### src/rtl/vga_compositor.sv
// vga_compositor: final video stage. Priority-merges the mole, title,
// game-over and text layers over a background colour, scales the result by
// a fade level and emits 4-bit RGB with sync delayed to match the pixel
// pipeline. Define VGA_COMPOSITOR_FADE_EN to build the frame-based
// fade-out/fade-in sequencer; without it screen changes are immediate.
module vga_compositor #(
  parameter int          PIPE_DELAY       = 3,
  parameter int          FADE_STEP_FRAMES = 2,
  parameter logic [23:0] BG_COLOR         = 24'h00_80_00
) (
  input  logic        vclock,
  input  logic        reset,
  input  logic        hsync_in,
  input  logic        vsync_in,
  input  logic        blank_in,
  input  logic [1:0]  screen_sel,
  input  logic [23:0] mole_pixel,
  input  logic [23:0] title_pixel,
  input  logic [23:0] gameover_pixel,
  input  logic [23:0] text_pixel,
  output logic [3:0]  vga_r,
  output logic [3:0]  vga_g,
  output logic [3:0]  vga_b,
  output logic        vga_hs,
  output logic        vga_vs,
  output logic        fade_busy
);

  localparam logic [11:0] BG_RGB = {BG_COLOR[23:20], BG_COLOR[15:12], BG_COLOR[7:4]};

  logic [PIPE_DELAY-1:0] hs_pipe;
  logic [PIPE_DELAY-1:0] vs_pipe;
  logic [PIPE_DELAY-1:0] blank_pipe;
  logic                  vsync_prev;
  logic                  frame_tick;
  logic [1:0]            active_screen;
  logic [3:0]            level;
  logic [11:0]           layer_rgb;
  logic [11:0]           mole_rgb;
  logic [11:0]           title_rgb;
  logic [11:0]           gameover_rgb;
  logic [11:0]           text_rgb;

  assign mole_rgb     = {mole_pixel[23:20], mole_pixel[15:12], mole_pixel[7:4]};
  assign title_rgb    = {title_pixel[23:20], title_pixel[15:12], title_pixel[7:4]};
  assign gameover_rgb = {gameover_pixel[23:20], gameover_pixel[15:12], gameover_pixel[7:4]};
  assign text_rgb     = {text_pixel[23:20], text_pixel[15:12], text_pixel[7:4]};

  // Brightness scaling: (c * (level+1)) >> 4, so level 15 is identity.
  function automatic logic [3:0] scale(input logic [3:0] c, input logic [3:0] lvl);
    logic [7:0] prod;
    prod = {4'd0, c} * ({4'd0, lvl} + 8'd1);
    return 4'(prod >> 4);
  endfunction

  // Delay sync and blank so they line up with the ROM-pipelined layers.
  always_ff @(posedge vclock or posedge reset) begin
    if (reset) begin
      hs_pipe    <= '1;
      vs_pipe    <= '1;
      blank_pipe <= '1;
    end else begin
      hs_pipe[0]    <= hsync_in;
      vs_pipe[0]    <= vsync_in;
      blank_pipe[0] <= blank_in;
      for (int i = 1; i < PIPE_DELAY; i++) begin
        hs_pipe[i]    <= hs_pipe[i-1];
        vs_pipe[i]    <= vs_pipe[i-1];
        blank_pipe[i] <= blank_pipe[i-1];
      end
    end
  end

  // Remember last vsync so its falling edge marks the start of a new frame.
  always_ff @(posedge vclock or posedge reset) begin
    if (reset) vsync_prev <= 1'b1;
    else       vsync_prev <= vsync_in;
  end

  assign frame_tick = vsync_prev & ~vsync_in;

  // Pick the topmost non-transparent layer for the active screen.
  always_comb begin
    layer_rgb = BG_RGB;
    case (active_screen)
      2'd0: begin
        if (text_pixel != 24'h0)       layer_rgb = text_rgb;
        else if (title_pixel != 24'h0) layer_rgb = title_rgb;
      end
      2'd1: begin
        if (text_pixel != 24'h0)      layer_rgb = text_rgb;
        else if (mole_pixel != 24'h0) layer_rgb = mole_rgb;
      end
      2'd2: begin
        if (text_pixel != 24'h0)          layer_rgb = text_rgb;
        else if (gameover_pixel != 24'h0) layer_rgb = gameover_rgb;
      end
      default: layer_rgb = BG_RGB;
    endcase
    if (blank_pipe[PIPE_DELAY-1]) layer_rgb = 12'h000;
  end

  // Output register: scaled colour and the final sync stage together.
  always_ff @(posedge vclock or posedge reset) begin
    if (reset) begin
      vga_r  <= 4'h0;
      vga_g  <= 4'h0;
      vga_b  <= 4'h0;
      vga_hs <= 1'b1;
      vga_vs <= 1'b1;
    end else begin
      vga_r  <= scale(layer_rgb[11:8], level);
      vga_g  <= scale(layer_rgb[7:4], level);
      vga_b  <= scale(layer_rgb[3:0], level);
      vga_hs <= hs_pipe[PIPE_DELAY-1];
      vga_vs <= vs_pipe[PIPE_DELAY-1];
    end
  end

`ifdef VGA_COMPOSITOR_FADE_EN
  typedef enum logic [1:0] {IDLE, FADE_OUT, SWAP, FADE_IN} fade_state_t;

  localparam logic [7:0] STEP_LAST = 8'(FADE_STEP_FRAMES - 1);

  fade_state_t state;
  fade_state_t state_next;
  logic [7:0]  step_cnt;
  logic [7:0]  step_cnt_next;
  logic [3:0]  level_next;
  logic [1:0]  active_next;
  logic        step;

  assign step      = frame_tick && (step_cnt == STEP_LAST);
  assign fade_busy = (state != IDLE);

  // Fade sequencer registers; only move on ticks or SWAP, i.e. in vblank.
  always_ff @(posedge vclock or posedge reset) begin
    if (reset) begin
      state         <= IDLE;
      level         <= 4'd15;
      step_cnt      <= 8'd0;
      active_screen <= 2'd0;
    end else begin
      state         <= state_next;
      level         <= level_next;
      step_cnt      <= step_cnt_next;
      active_screen <= active_next;
    end
  end

  // Next-state logic: dim to black, swap screens, brighten back up.
  always_comb begin
    state_next    = state;
    level_next    = level;
    step_cnt_next = step_cnt;
    active_next   = active_screen;
    case (state)
      IDLE: begin
        level_next    = 4'd15;
        step_cnt_next = 8'd0;
        if (frame_tick && (screen_sel != active_screen)) state_next = FADE_OUT;
      end
      FADE_OUT: begin
        if (step) begin
          step_cnt_next = 8'd0;
          level_next    = level - 4'd1;
          if (level == 4'd1) state_next = SWAP;
        end else if (frame_tick) begin
          step_cnt_next = step_cnt + 8'd1;
        end
      end
      SWAP: begin
        active_next   = screen_sel;
        step_cnt_next = 8'd0;
        state_next    = FADE_IN;
      end
      FADE_IN: begin
        if (step) begin
          step_cnt_next = 8'd0;
          level_next    = level + 4'd1;
          if (level == 4'd14) state_next = IDLE;
        end else if (frame_tick) begin
          step_cnt_next = step_cnt + 8'd1;
        end
      end
      default: state_next = IDLE;
    endcase
  end
`else
  assign level     = 4'd15;
  assign fade_busy = 1'b0;

  // Without fading, adopt the requested screen at each frame start.
  always_ff @(posedge vclock or posedge reset) begin
    if (reset)           active_screen <= 2'd0;
    else if (frame_tick) active_screen <= screen_sel;
  end
`endif

endmodule
### config.mk
export PLATFORM = sky130hd
export DESIGN_NAME = vga_compositor
export DESIGN_NICKNAME = d
export VERILOG_FILES = /design/src/rtl/vga_compositor.sv
export SDC_FILE = /design/constraint.sdc
export NUM_CORES = 1
export LEC_CHECK = 0
export CORE_ASPECT_RATIO = 0.7
export CORE_UTILIZATION = 34
export DETAILED_ROUTE_END_ITERATION = 12
export PLACE_DENSITY = 0.95
export SLEW_MARGIN = 20
export SYNTH_ARGS = -nofsm -noshare
export SYNTH_HDL_FRONTEND = slang
export SYNTH_SLANG_ARGS = --single-unit
### constraint.sdc
create_clock -name vclock -period 3.1 [get_ports vclock]
set_input_delay 0.62 -clock vclock [delete_from_list [all_inputs] [get_ports vclock]]
set_output_delay 0.62 -clock vclock [all_outputs]
set_load 0.01 [all_outputs]
==> results.toml <==
[grt]
grt_max_degree = 27
grt.overflow.total = 0
grt_pass1_wl_mm = 7.18
grtUsageTotal_pct = 22.9
antenna_found_initial = 0
grt_pass1_vias = 1496

[clock_tree]
clock_latency_ns = 0.26
cts_setup_buffers = 0
cts_root_buffer = "clkbuf_8"
cts_resized = 0
clk_pin_slew_ns = 0.08
cts_buffers = 3
cts_buffer_depth = 2
clock-sinks = 25
tritoncts = "yes"
htree_levels = 1
postCtsHoldBufs = 0

[floorplanning]
initial_core_util_pct = 36.6
num_io_pins = 118
core_area_um2 = 3630
dieArea_um2 = 4160
die_y_um = 54.3
die_w_um = 76.7
rows = 18

[sta]
slew_viol_final = 0
holdWs_ns = 0.358
max_freq_mhz = 409
finalCriticalPeriod_ns = 2.45
fin_skew_ns = 0.00300
tns_ns = 0
rsz0062_at_grt = "no"
hold_viol = 0
relSlewSlack_pct = 39.7
tightest_slew_ns = 0.903
finalSetupViolCount = 0
fin_crit_sh_pct = 78.9

[yosys]
synth_nets = 251
netlist.top_cell.by_area = "dfrtp_1"
syn_avg_cell_area_um2 = 8.96
synth_cell_types = 25
yosysWarnings = 0
yosys_register_bits = 25
synth_top_area_share_pct = 26.4
postSynthCellCount = 148
syn-cell-area_um2 = 1330
ys_seq_area_share_pct = 48.2
synth_area_leaders = "dfrtp_1 26%, dfstp_2 22%, nor4_1 9.9%"

[routing]
wl_per_cell_um = 15.4
vias = 1607
first_pass_iters = 4
routed_wl_mm = 4.77
drtAntennaViolNets = 0
drcViolationCount = 0
vias_per_cell = 5.20
drt-initial-drc-count = 47

[placed_design]
gp_congestion = 0.820
io_buffers = 116
dp_hpwl_mm = 3.93

[worst_setup_path]
r2r_start = "active_screen[0]"
rrSetupSlack_ns = 1.20
cp_max_fo = 12
required_ns = 3.29
startpoint_type = "input pin"
crit_arrival_ns = 2.64
path_cells = "clkdlybuf4s50_1 -> nor4_2 -> nand2_1 -> or2_1 -> or4_1 -> a21oi_1"
cp-end-kind = "register"
path_class = "input pin to register"
reg2reg_to = "vga_r[2]"
crit_slowest_cell = "or4_1"
worstRegToRegCells = 4
max_stage_delay_ns = 0.54

[min_path]
holdPathStages = 0
hp-class = "register to register"
hp-start = "vs_pipe[2]"
holdPathEnd = "vga_vs"

[layout]
drive_above_1_share_pct = 7.34
layout_commonest_cell = "clkdlybuf4s50_1"
final_cell_mix = "116 x clkdlybuf4s50_1, 22 x o21ai_0, 21 x nor4_1, 14 x dfrtp_1"
nNetsFinal = 363
area_growth_pct = 93.1
antenna_cells = 0
nFillCells = 300

[power]
leakage_uw = 0.000925
powerDensity_nw_per_um2 = 320
ir_worst_vdd_v = 0.000270

[outcome]
outcome = "finished, final reports clean"

[job]
drv_cap = 0
layout make-up:
type                            instances  area, um2  share of cell area (%)
Clock buffer                            4       45.0                    1.76
Inverter                                2       7.51                   0.293
Multi-Input combinational cell        111        638                    24.9
Sequential cell                        25        639                    25.0
Tap cell                               50       62.6                    2.44
Timing Repair Buffer                  117       1170                    45.6
worst max path at each step:
stage / cells past startpoint / start / to
finish: 6 / text_pixel[5] / vga_g[3]
global route: 6 / text_pixel[13] / vga_g[3]
CTS: 6 / text_pixel[13] / vga_g[3]
detailed placement: 6 / text_pixel[13] / vga_g[3]
global placement: 6 / text_pixel[5] / vga_g[3]
floorplan: 5 / text_pixel[13] / vga_g[3]
registers in the layout, summed over array words and instances, names as in the netlist:
name,flops
vga_b,4
vga_g,4
vga_r,4
blank_pipe,3
hs_pipe,3
vs_pipe,3
active_screen,2
vga_hs,1
vga_vs,1
where the power goes:
| part | switching (uW) | internal (uW) |
|---|---|---|
| clock | 95.1 | 91.7 |
| combinational | 82.9 | 164 |
| sequential | 32.4 | 353 |
through the flow:
step / utilization [%] / total power (uW) / cells / worst slack (ns) / cell area (um2)
final: 70.6 / 818 / 309 / 0.654 / 2560
after global routing: 70.6 / 866 / 309 / 0.488 / 2560
after CTS: 70.6 / 821 / 309 / 0.666 / 2560
after detailed placement: 69.4 / 637 / 305 / 0.396 / 2520
after global placement: 69.4 / 631 / 305 / 0.424 / 2520
after floorplan: - / 454 / 148 / 1.15 / 1330
critical path, delay by kind of cell:
family                 cells  cell delay (ns)
buffers and inverters      1             0.44
and+or+nand+nor            4             1.43
AOI/OAI and AO/OA          1             0.15
Yosys cell counts:
cell type and count:
nor2_1 12, nor4_2 3, nor4_1 21, a221oi_1 1, or2_1 1, o21a_1 1
conb_1 1, and2_1 1, and4_1 2, a21oi_1 12, dfstp_2 11, buf_4 1
mux2_2 1, nand4_1 2, a211oi_1 11, nor2b_1 2, clkbuf_1 9, dfrtp_1 14
a311oi_1 2, nand3_1 2, or4_1 1, o21ai_0 22, nor3_1 1, inv_1 2
nand2_1 12
layer usage:
metal | vias to the layer above | part of all wire (%) | track usage, %
li1 | 789 | - | -
met2 | 80 | 48 | 40.5
met5 | - | 0 | 0
met1 | 734 | 43 | 29.3
met4 | 0 | 0.80 | 4.81
met3 | 4 | 8.7 | 5.50
logic make-up after synthesis:
kind of cell,count (synthesis),synth area share [%]
buf+inv,12,3.68
other cells,1,0.283
compound gates,49,21.6
mux,1,0.849
flops,25,48.2
simple gates,60,25.4
(Power assumes the default switching activity.)
